**src/rtl/data_mem_read_sched_if.sv**
```systemverilog
// Handshake bundle between the layer controller / data memory and the read scheduler.
// The slave modport is the scheduler's side; the master modport is the controller/memory side.
interface data_mem_read_sched_if #(
    parameter int ADDR_W = 8
);
    logic              start;
    logic [ADDR_W-1:0] base_addr;
    logic [7:0]        num_rows;
    logic              scan_mode;
    logic              rd_ready;
    logic [ADDR_W-1:0] addr_1_out;
    logic [ADDR_W-1:0] addr_2_out;
    logic              addr_1_valid_out;
    logic              addr_2_valid_out;
    logic [7:0]        tile_idx_out;
    logic [7:0]        phase_out;
    logic              tile_last_out;
    logic              busy;
    logic              done;
    logic              cfg_err;

    modport slave (
        input  start, base_addr, num_rows, scan_mode, rd_ready,
        output addr_1_out, addr_2_out, addr_1_valid_out, addr_2_valid_out,
               tile_idx_out, phase_out, tile_last_out, busy, done, cfg_err
    );

    modport master (
        output start, base_addr, num_rows, scan_mode, rd_ready,
        input  addr_1_out, addr_2_out, addr_1_valid_out, addr_2_valid_out,
               tile_idx_out, phase_out, tile_last_out, busy, done, cfg_err
    );
endinterface

```
**src/rtl/data_mem_read_sched.sv**
```systemverilog
// Read-address scheduler for the dual-port input data memory: walks a column of
// Winograd tiles, issuing an even/odd row pair per accepted cycle.
module data_mem_read_sched #(
    parameter int ADDR_W    = 8,
    parameter int TILE_ROWS = 4,
    parameter int STRIDE    = 2
) (
    input  logic                clk,
    input  logic                reset,
    data_mem_read_sched_if.slave bus
);
    localparam int                NP         = TILE_ROWS / 2;
    localparam logic [7:0]        LAST_PHASE = 8'(NP - 1);
    localparam logic [ADDR_W-1:0] PAIR_STEP  = ADDR_W'(2);
    // Moving from the last phase of one tile to phase 0 of the next; may be negative, wraps mod 2^ADDR_W.
    localparam logic [ADDR_W-1:0] TILE_STEP  = ADDR_W'(STRIDE - 2 * (NP - 1));

    typedef enum logic [1:0] {S_IDLE, S_RUN, S_DONE} state_e;

    state_e            state_q, state_d;
    logic [ADDR_W-1:0] addr1_q, addr1_d;
    logic [ADDR_W-1:0] addr2_q, addr2_d;
    logic [7:0]        tile_q, tile_d;
    logic [7:0]        phase_q, phase_d;
    logic [7:0]        last_tile_q, last_tile_d;
    logic              cfg_err_q, cfg_err_d;

    logic valid;
    logic accept;
    logic last_pair;

    // Valid is the only combinational output: scan-load must gate it within the same cycle.
    assign valid     = (state_q == S_RUN) && !bus.scan_mode;
    assign accept    = valid && bus.rd_ready;
    assign last_pair = (tile_q == last_tile_q) && (phase_q == LAST_PHASE);

    always_comb begin
        // NOTE: every next-state signal takes a hold/default value first so no path infers a latch.
        state_d     = state_q;
        addr1_d     = addr1_q;
        addr2_d     = addr2_q;
        tile_d      = tile_q;
        phase_d     = phase_q;
        last_tile_d = last_tile_q;
        cfg_err_d   = 1'b0;

        case (state_q)
            S_IDLE: begin
                if (bus.start && !bus.scan_mode) begin
                    if (bus.num_rows >= 8'(TILE_ROWS)) begin
                        addr1_d     = bus.base_addr;
                        addr2_d     = bus.base_addr + ADDR_W'(1);
                        tile_d      = 8'd0;
                        phase_d     = 8'd0;
                        last_tile_d = (bus.num_rows - 8'(TILE_ROWS)) / 8'(STRIDE);
                        state_d     = S_RUN;
                    end else begin
                        cfg_err_d = 1'b1;
                    end
                end
            end
            S_RUN: begin
                if (accept) begin
                    if (last_pair) begin
                        addr1_d = '0;
                        addr2_d = '0;
                        tile_d  = 8'd0;
                        phase_d = 8'd0;
                        state_d = S_DONE;
                    end else if (phase_q != LAST_PHASE) begin
                        phase_d = phase_q + 8'd1;
                        addr1_d = addr1_q + PAIR_STEP;
                        addr2_d = addr2_q + PAIR_STEP;
                    end else begin
                        phase_d = 8'd0;
                        tile_d  = tile_q + 8'd1;
                        addr1_d = addr1_q + TILE_STEP;
                        addr2_d = addr2_q + TILE_STEP;
                    end
                end
            end
            S_DONE:  state_d = S_IDLE;
            default: state_d = S_IDLE;
        endcase
    end

    // NOTE: sequential state uses non-blocking assignments so every register samples pre-edge values.
    always_ff @(posedge clk or negedge reset) begin
        if (!reset) begin
            state_q     <= S_IDLE;
            addr1_q     <= '0;
            addr2_q     <= '0;
            tile_q      <= 8'd0;
            phase_q     <= 8'd0;
            last_tile_q <= 8'd0;
            cfg_err_q   <= 1'b0;
        end else begin
            state_q     <= state_d;
            addr1_q     <= addr1_d;
            addr2_q     <= addr2_d;
            tile_q      <= tile_d;
            phase_q     <= phase_d;
            last_tile_q <= last_tile_d;
            cfg_err_q   <= cfg_err_d;
        end
    end

    assign bus.addr_1_out       = addr1_q;
    assign bus.addr_2_out       = addr2_q;
    assign bus.addr_1_valid_out = valid;
    assign bus.addr_2_valid_out = valid;
    assign bus.tile_idx_out     = tile_q;
    assign bus.phase_out        = phase_q;
    assign bus.tile_last_out    = valid && last_pair;
    assign bus.busy             = (state_q == S_RUN);
    assign bus.done             = (state_q == S_DONE);
    assign bus.cfg_err          = cfg_err_q;
endmodule

```
**src/flat_wrapper.sv**
```systemverilog
// flat-port wrapper written by rule: the top's interface ports become plain ports
module data_mem_read_sched_flat 
#(
    parameter int ADDR_W    = 8,
    parameter int TILE_ROWS = 4,
    parameter int STRIDE    = 2
)
  (clk, reset, bus_start, bus_base_addr, bus_num_rows, bus_scan_mode, bus_rd_ready, bus_addr_1_out, bus_addr_2_out, bus_addr_1_valid_out, bus_addr_2_valid_out, bus_tile_idx_out, bus_phase_out, bus_tile_last_out, bus_busy, bus_done, bus_cfg_err);
  data_mem_read_sched_if #(.ADDR_W(ADDR_W)) bus_i ();
  input  logic clk;
  input  logic reset;
  input wire logic [$bits(bus_i.start)-1:0] bus_start;
  input wire logic [$bits(bus_i.base_addr)-1:0] bus_base_addr;
  input wire logic [$bits(bus_i.num_rows)-1:0] bus_num_rows;
  input wire logic [$bits(bus_i.scan_mode)-1:0] bus_scan_mode;
  input wire logic [$bits(bus_i.rd_ready)-1:0] bus_rd_ready;
  output wire logic [$bits(bus_i.addr_1_out)-1:0] bus_addr_1_out;
  output wire logic [$bits(bus_i.addr_2_out)-1:0] bus_addr_2_out;
  output wire logic [$bits(bus_i.addr_1_valid_out)-1:0] bus_addr_1_valid_out;
  output wire logic [$bits(bus_i.addr_2_valid_out)-1:0] bus_addr_2_valid_out;
  output wire logic [$bits(bus_i.tile_idx_out)-1:0] bus_tile_idx_out;
  output wire logic [$bits(bus_i.phase_out)-1:0] bus_phase_out;
  output wire logic [$bits(bus_i.tile_last_out)-1:0] bus_tile_last_out;
  output wire logic [$bits(bus_i.busy)-1:0] bus_busy;
  output wire logic [$bits(bus_i.done)-1:0] bus_done;
  output wire logic [$bits(bus_i.cfg_err)-1:0] bus_cfg_err;
  assign bus_i.start = bus_start;
  assign bus_i.base_addr = bus_base_addr;
  assign bus_i.num_rows = bus_num_rows;
  assign bus_i.scan_mode = bus_scan_mode;
  assign bus_i.rd_ready = bus_rd_ready;
  assign bus_addr_1_out = bus_i.addr_1_out;
  assign bus_addr_2_out = bus_i.addr_2_out;
  assign bus_addr_1_valid_out = bus_i.addr_1_valid_out;
  assign bus_addr_2_valid_out = bus_i.addr_2_valid_out;
  assign bus_tile_idx_out = bus_i.tile_idx_out;
  assign bus_phase_out = bus_i.phase_out;
  assign bus_tile_last_out = bus_i.tile_last_out;
  assign bus_busy = bus_i.busy;
  assign bus_done = bus_i.done;
  assign bus_cfg_err = bus_i.cfg_err;
  data_mem_read_sched #(.ADDR_W(ADDR_W), .TILE_ROWS(TILE_ROWS), .STRIDE(STRIDE)) u_core (.clk(clk), .reset(reset), .bus(bus_i));
endmodule
```
**config.mk**
```make
export PLATFORM = sky130hd
export DESIGN_NAME = data_mem_read_sched_flat
export DESIGN_NICKNAME = d
export VERILOG_FILES = /design/src/rtl/data_mem_read_sched_if.sv /design/src/rtl/data_mem_read_sched.sv /design/src/flat_wrapper.sv
export SDC_FILE = /design/constraint.sdc
export NUM_CORES = 1
export LEC_CHECK = 0
export ABC_AREA = 0
export BUFFER_PORTS_ARGS = -buffer_cell sky130_fd_sc_hd__buf_2
export CORE_AREA = 8 8 77 96
export CTS_BUF_LIST = sky130_fd_sc_hd__clkbuf_8
export CTS_CLUSTER_SIZE = 24
export DETAILED_ROUTE_END_ITERATION = 10
export DIE_AREA = 0 0 85 104
export PLACE_DENSITY = 0.69
export REMOVE_ABC_BUFFERS = 1
export SKIP_CTS_REPAIR_TIMING = 1
export SYNTH_ARGS = -nofsm -noshare
export SYNTH_HDL_FRONTEND = slang
export SYNTH_SLANG_ARGS = --single-unit
```
**constraint.sdc**
```tcl
create_clock -name clk -period 2.15 [get_ports clk]
set_input_delay 0.1075 -clock clk [delete_from_list [all_inputs] [get_ports clk]]
set_output_delay 0.1075 -clock clk [all_outputs]
set_load 0.03 [all_outputs]
```
==> results.toml, run 1 <==
[status]
status = "finished, final reports clean"

[sta]
fin_ws_ns = 0.105
slew_headroom_pct = 63.5
max_freq_ghz = 0.489
hold-worst-slack_ns = 0.0504
finalSetupTns_ns = 0
hold_viol = 0
finalSetupViolations = 0
skew_ns = 0.0128
worst_slew_pin_slew_ns = 0.548
finalCriticalPeriod_ns = 2.05
period_share_pct = 95.1
drv_slew = 0

[final_layout]
fin_cells = 437
areaGrowthSynthToFinish_pct = 26.1
final_util_pct = 54.4
design_area_um2 = 3250
drive_above_1_share_pct = 30.4
finalNetCount = 397
antenna_cells = 0

[logic_synthesis]
synth_ff_type = "dfrtp_1"
synth_edf_count = 0
ys_top_cells_by_area = "dfrtp_1 (41%), xor2_1 (4.8%), nand2_1 (4.1%)"
synth_seq_cells = 42
synthesis.area_um2 = 2580
synth.most_common_cell = "dfrtp_1"
ys_types = 52
synth_area_leader_cell = "dfrtp_1"
synth.yosys.seq_area_share_pct = 40.8
syn_area_per_cell_um2 = 8.95
async_flop_share_pct = 100
netlist_top_cells_count = "dfrtp_1 (42), nand2_1 (28), nor2_1 (25), o21ai_0 (19), nand3_1 (18)"
ys_warn_count = 0
yosysTopAreaCellShare_pct = 40.8
synthCells = 288

[setup_path]
crit_arrival_ns = 1.94
reg2reg_slack_ns = 0.12
worstPathRequired_ns = 2.04
worstRegToRegCells = 6
start_kind = "flip-flop"
regToRegStartpoint = "u_core.state_q[1]"
rr_endpoint = "u_core.bus.phase_out[6]"
endpoint_kind = "output port"
worstSetupPathType = "reg -> out"
cp_max_fo = 6

[pwr]
ir_drop_mv = 0.768
power_per_cell_area_nw_per_um2 = 980
p_leak_nw = 1.50
power_mw = 3.18

[hold_path]
hp-start = "bus_num_rows[2]"
whs_endpoint = "u_core.last_tile_q[1]"
hold_class = "in -> reg"
hold_depth = 2

[clocking]
htree_levels = 2
clkLatencyLatePin_ns = 0.29
cts.sinks = 42
cts.clk_slew.worst_paths_ns = 0.08
root_buffer = "clkbuf_8"
cts_tree = "yes"
clockBufferDepth = 2
cts_made_buffers = 5

[global_routing]
grt_max_degree = 43
grt_pass1_wl_um = 12200
grt_util_all_layers_pct = 16.6
grt.overflow.total = 0
antenna_found_initial = 0
grt_pass1_vias = 2431

[routing]
ant_nets = 0
dr.pass1.iters = 4
num_vias = 2512
routed_wl_um = 7470
drt_iter0_markers = 138
wl_per_cell_um = 17.1
avgViaCountPerCell = 5.75
drc = 0

[placed_design]
post-place-ws_ns = 0.0384
place_inst = 427
gp_congestion = 0.853
hpwlAfterDp_um = 5600
place_area_um2 = 3080
port_buffers = 58

[floorplanning]
ios = 59
die_area_um2 = 8840
die_w_um = 85
start_util_pct = 43.2
fp.dieH_um = 104
core_area_um2 = 5970
rows = 32

[run]
max-cap-violations = 0
per-layer routing:
metal	part of all wire, %	wire (µm)	track usage, %
met3	6.7	501	3.79
met4	1.2	87	4.09
met1	42	3150	21.2
met2	50	3730	27.4
met5	0	0	0
cell type report:
cell class	count	area, µm²
sequential	42	1050
timing repair buffer	85	502
fill	554	2720
inverter	12	45.0
tap	68	85.1
multi-input combinational	222	1470
clock buffer	6	82.6
clock inverter	2	8.76
flip-flops by register name, summed over array words and instances, names as in the netlist:
register / count
u_core.bus.addr_1_out: 8
u_core.bus.addr_2_out: 8
u_core.bus.cfg_err: 1
u_core.bus.phase_out: 8
u_core.bus.tile_idx_out: 8
u_core.last_tile_q: 7
u_core.state_q: 2
how the worst max path moves through the flow:
stage	to	startpoint	slack, ns
2_1_floorplan	u_core.bus.addr_1_out[7]	u_core.state_q[0]	-0.39
3_3_place_gp	u_core.bus.addr_1_out[1]	bus_num_rows[3]	0.08
3_5_place_dp	u_core.bus.addr_1_out[1]	bus_num_rows[3]	0.04
4_1_cts	bus_tile_last_out	u_core.bus.phase_out[1]	-0.11
5_1_grt	bus_tile_last_out	u_core.last_tile_q[6]	-0.006
6_report	bus_tile_last_out	u_core.bus.tile_idx_out[0]	0.10
cell usage in the layout, fill, tap and decap left out, types with 2 or more instances in the layout:
cell / count
buf_2: 57
nor4b_1: 2
or2_2: 2
xnor2_1: 7
a22o_1: 2
a31oi_1: 2
nand3_1: 18
and3_1: 7
nand2b_1: 5
nor3_1: 10
or3_1: 4
inv_1: 13
mux2_2: 2
o2bb2ai_1: 2
ha_1: 8
clkbuf_8: 6
nor3b_2: 2
nor2_1: 25
and2_1: 5
buf_4: 25
a2bb2oi_1: 2
o2111ai_1: 2
a32oi_1: 3
o21ai_0: 19
dfrtp_1: 41
nand2_1: 27
a21oi_1: 13
o22ai_1: 3
o31ai_1: 9
a22oi_1: 3
nor4_2: 2
xor2_1: 14
cells by family after synthesis:
| family | count (synthesis) | share of synthesized area, % |
|---|---|---|
| and+or+nand+nor | 120 | 24.2 |
| AOI/OAI and AO/OA | 70 | 18.5 |
| DFF | 42 | 40.8 |
| buffers and inverters | 24 | 4.23 |
| xor gates and xnor gates | 21 | 7.14 |
| adders and majority gates | 8 | 3.89 |
| muxes | 3 | 1.26 |
critical path, stage by stage (launching register included):
cell      delay (ns)
dfrtp_1         0.46
xor2_1          0.19
nor4_4          0.33
buf_4           0.19
nand2_1         0.12
nor2b_4         0.15
clkbuf_4        0.20
report_power, final:
| part | total (mW) | leakage (nW) | switching, mW | internal, mW |
|---|---|---|---|---|
| combinational | 1.48 | 0.926 | 0.932 | 0.549 |
| clock | 0.526 | 0.0524 | 0.271 | 0.255 |
| sequential | 1.18 | 0.522 | 0.210 | 0.967 |
Power figures use the tool's default switching activity.
==> run 2, diff against run 1 <==
- PLACE_DENSITY: 0.69 -> 0.66
- clock period: 2.15 -> 2.4 ns (I/O delays scaled with it)
==> results.toml, run 2 (synthesis results as in run 1) <==
[sta]
drv_slew = 0
finalSetupTns_ns = 0
slew_headroom_pct = 36.7
max_freq_ghz = 0.442
finalCriticalPeriod_ns = 2.26
worst_slew_pin_slew_ns = 0.950
hold_viol = 42
rsz0062_at_grt = "false"
hold-worst-slack_ns = -0.0290
finalSetupViolations = 0
skew_ns = 0.00263
fin_ws_ns = 0.136
period_share_pct = 94.3

[final_layout]
mostFrequentLayoutCells = "buf_2 (58), dfrtp_1 (42), nand2_1 (28)"
drive_above_1_share_pct = 26.2
finalNetCount = 381
nFillCells = 564
fin_cells = 419
antenna_cells = 0
final_common_cell = "buf_2"
areaGrowthSynthToFinish_pct = 19.8

[placed_design]
post-place-ws_ns = 0.106
port_buffers = 58
hpwlAfterDp_um = 5450
gp_congestion = 0.846
place_inst = 413

[floorplanning]
core_area_um2 = 5970
ios = 59
die_w_um = 85
die_area_um2 = 8840
rows = 32
fp.dieH_um = 104
start_util_pct = 43.2

[setup_path]
cp-startpoint = "u_core.bus.tile_idx_out[3]"
start_kind = "flip-flop"
worstSetupPathType = "reg -> reg"
worstPathRequired_ns = 2.58
cp_max_fo = 8
crit_arrival_ns = 2.44
reg2reg_slack_ns = 0.14
endpoint_kind = "flip-flop"
regToRegStartpoint = "u_core.bus.tile_idx_out[3]"

[routing]
routed_wl_um = 7150
dr.pass1.iters = 4
wl_per_cell_um = 17.1
drt_iter0_markers = 112
num_vias = 2392
drc = 0
ant_nets = 0
avgViaCountPerCell = 5.71

[global_routing]
grt_pass1_vias = 2457
grt_pass1_wl_um = 12100
grt_util_all_layers_pct = 16.8
grt_max_degree = 43
antenna_found_initial = 0
grt.overflow.total = 0

[clocking]
cts.clk_slew.worst_paths_ns = 0.08
cts_tree = "yes"
clockBufferDepth = 2
htree_levels = 2
clkLatencyLatePin_ns = 0.29
cts_made_buffers = 5
root_buffer = "clkbuf_8"
cts.sinks = 42

[pwr]
power_per_cell_area_nw_per_um2 = 887
p_leak_nw = 1.42
ir_drop_mv = 0.583

[status]
status = "complete, but fails checks"
violations = "negative hold slack"

[hold_path]
hold_class = "in -> async"

[run]
max-cap-violations = 0
==> run 2: final timing paths <==
| path | end | cells after the start |
|---|---|---|
| hold reg to reg | u_core.bus.addr_1_out[0] | 2 |
| max in group asynchronous | u_core.bus.addr_2_out[0] | 1 |
| setup reg to reg | u_core.bus.addr_1_out[7] | 5 |
| min in group clk | u_core.last_tile_q[1] | 2 |
| hold / removal | u_core.last_tile_q[3] | 1 |
| setup / recovery | u_core.bus.addr_1_out[7] | 5 |
==> run 2: metal layers <==
| layer | share of wire (%) | GRT usage [%] | wire length, µm |
|---|---|---|---|
| met3 | 5.7 | 4.19 | 408 |
| met5 | 0 | 0 | 0 |
| met4 | 1.8 | 5.75 | 126 |
| met2 | 50 | 28.3 | 3570 |
| met1 | 43 | 20.0 | 3040 |
==> run 2: through the flow <==
step,utilization [%],cell area (µm²),power [mW],hold WS [ns]
after floorplan,-,2510,1.85,-0.176
after global placement,49.8,2970,2.27,0.331
after detailed placement,49.8,2970,2.29,0.340
after CTS,51.2,3050,2.75,0.0176
after global routing,51.7,3090,2.93,0.0667
final,51.7,3090,2.74,-0.0290
==> run 2: worst max-delay path, cell delays in order, from the launching register on <==
cell	delay [ns]
dfrtp_1	0.46
xor2_1	0.18
nor4_2	0.61
a211oi_2	0.16
or2_1	0.36
a221o_1	0.37
==> run 2: layout make-up <==
class | count | area (µm²) | area share [%]
multi-input cells | 222 | 1450 | 47.0
flip-flops and latches | 42 | 1050 | 34.0
repair buffers | 69 | 373 | 12.1
well taps | 68 | 85.1 | 2.76
clock buffers | 6 | 82.6 | 2.68
inverters | 12 | 45.0 | 1.46
==> run 2: report_power, final <==
part | switching, mW | internal [mW] | total, mW
combinational | 0.798 | 0.425 | 1.22
clock | 0.233 | 0.222 | 0.456
sequential | 0.191 | 0.867 | 1.06
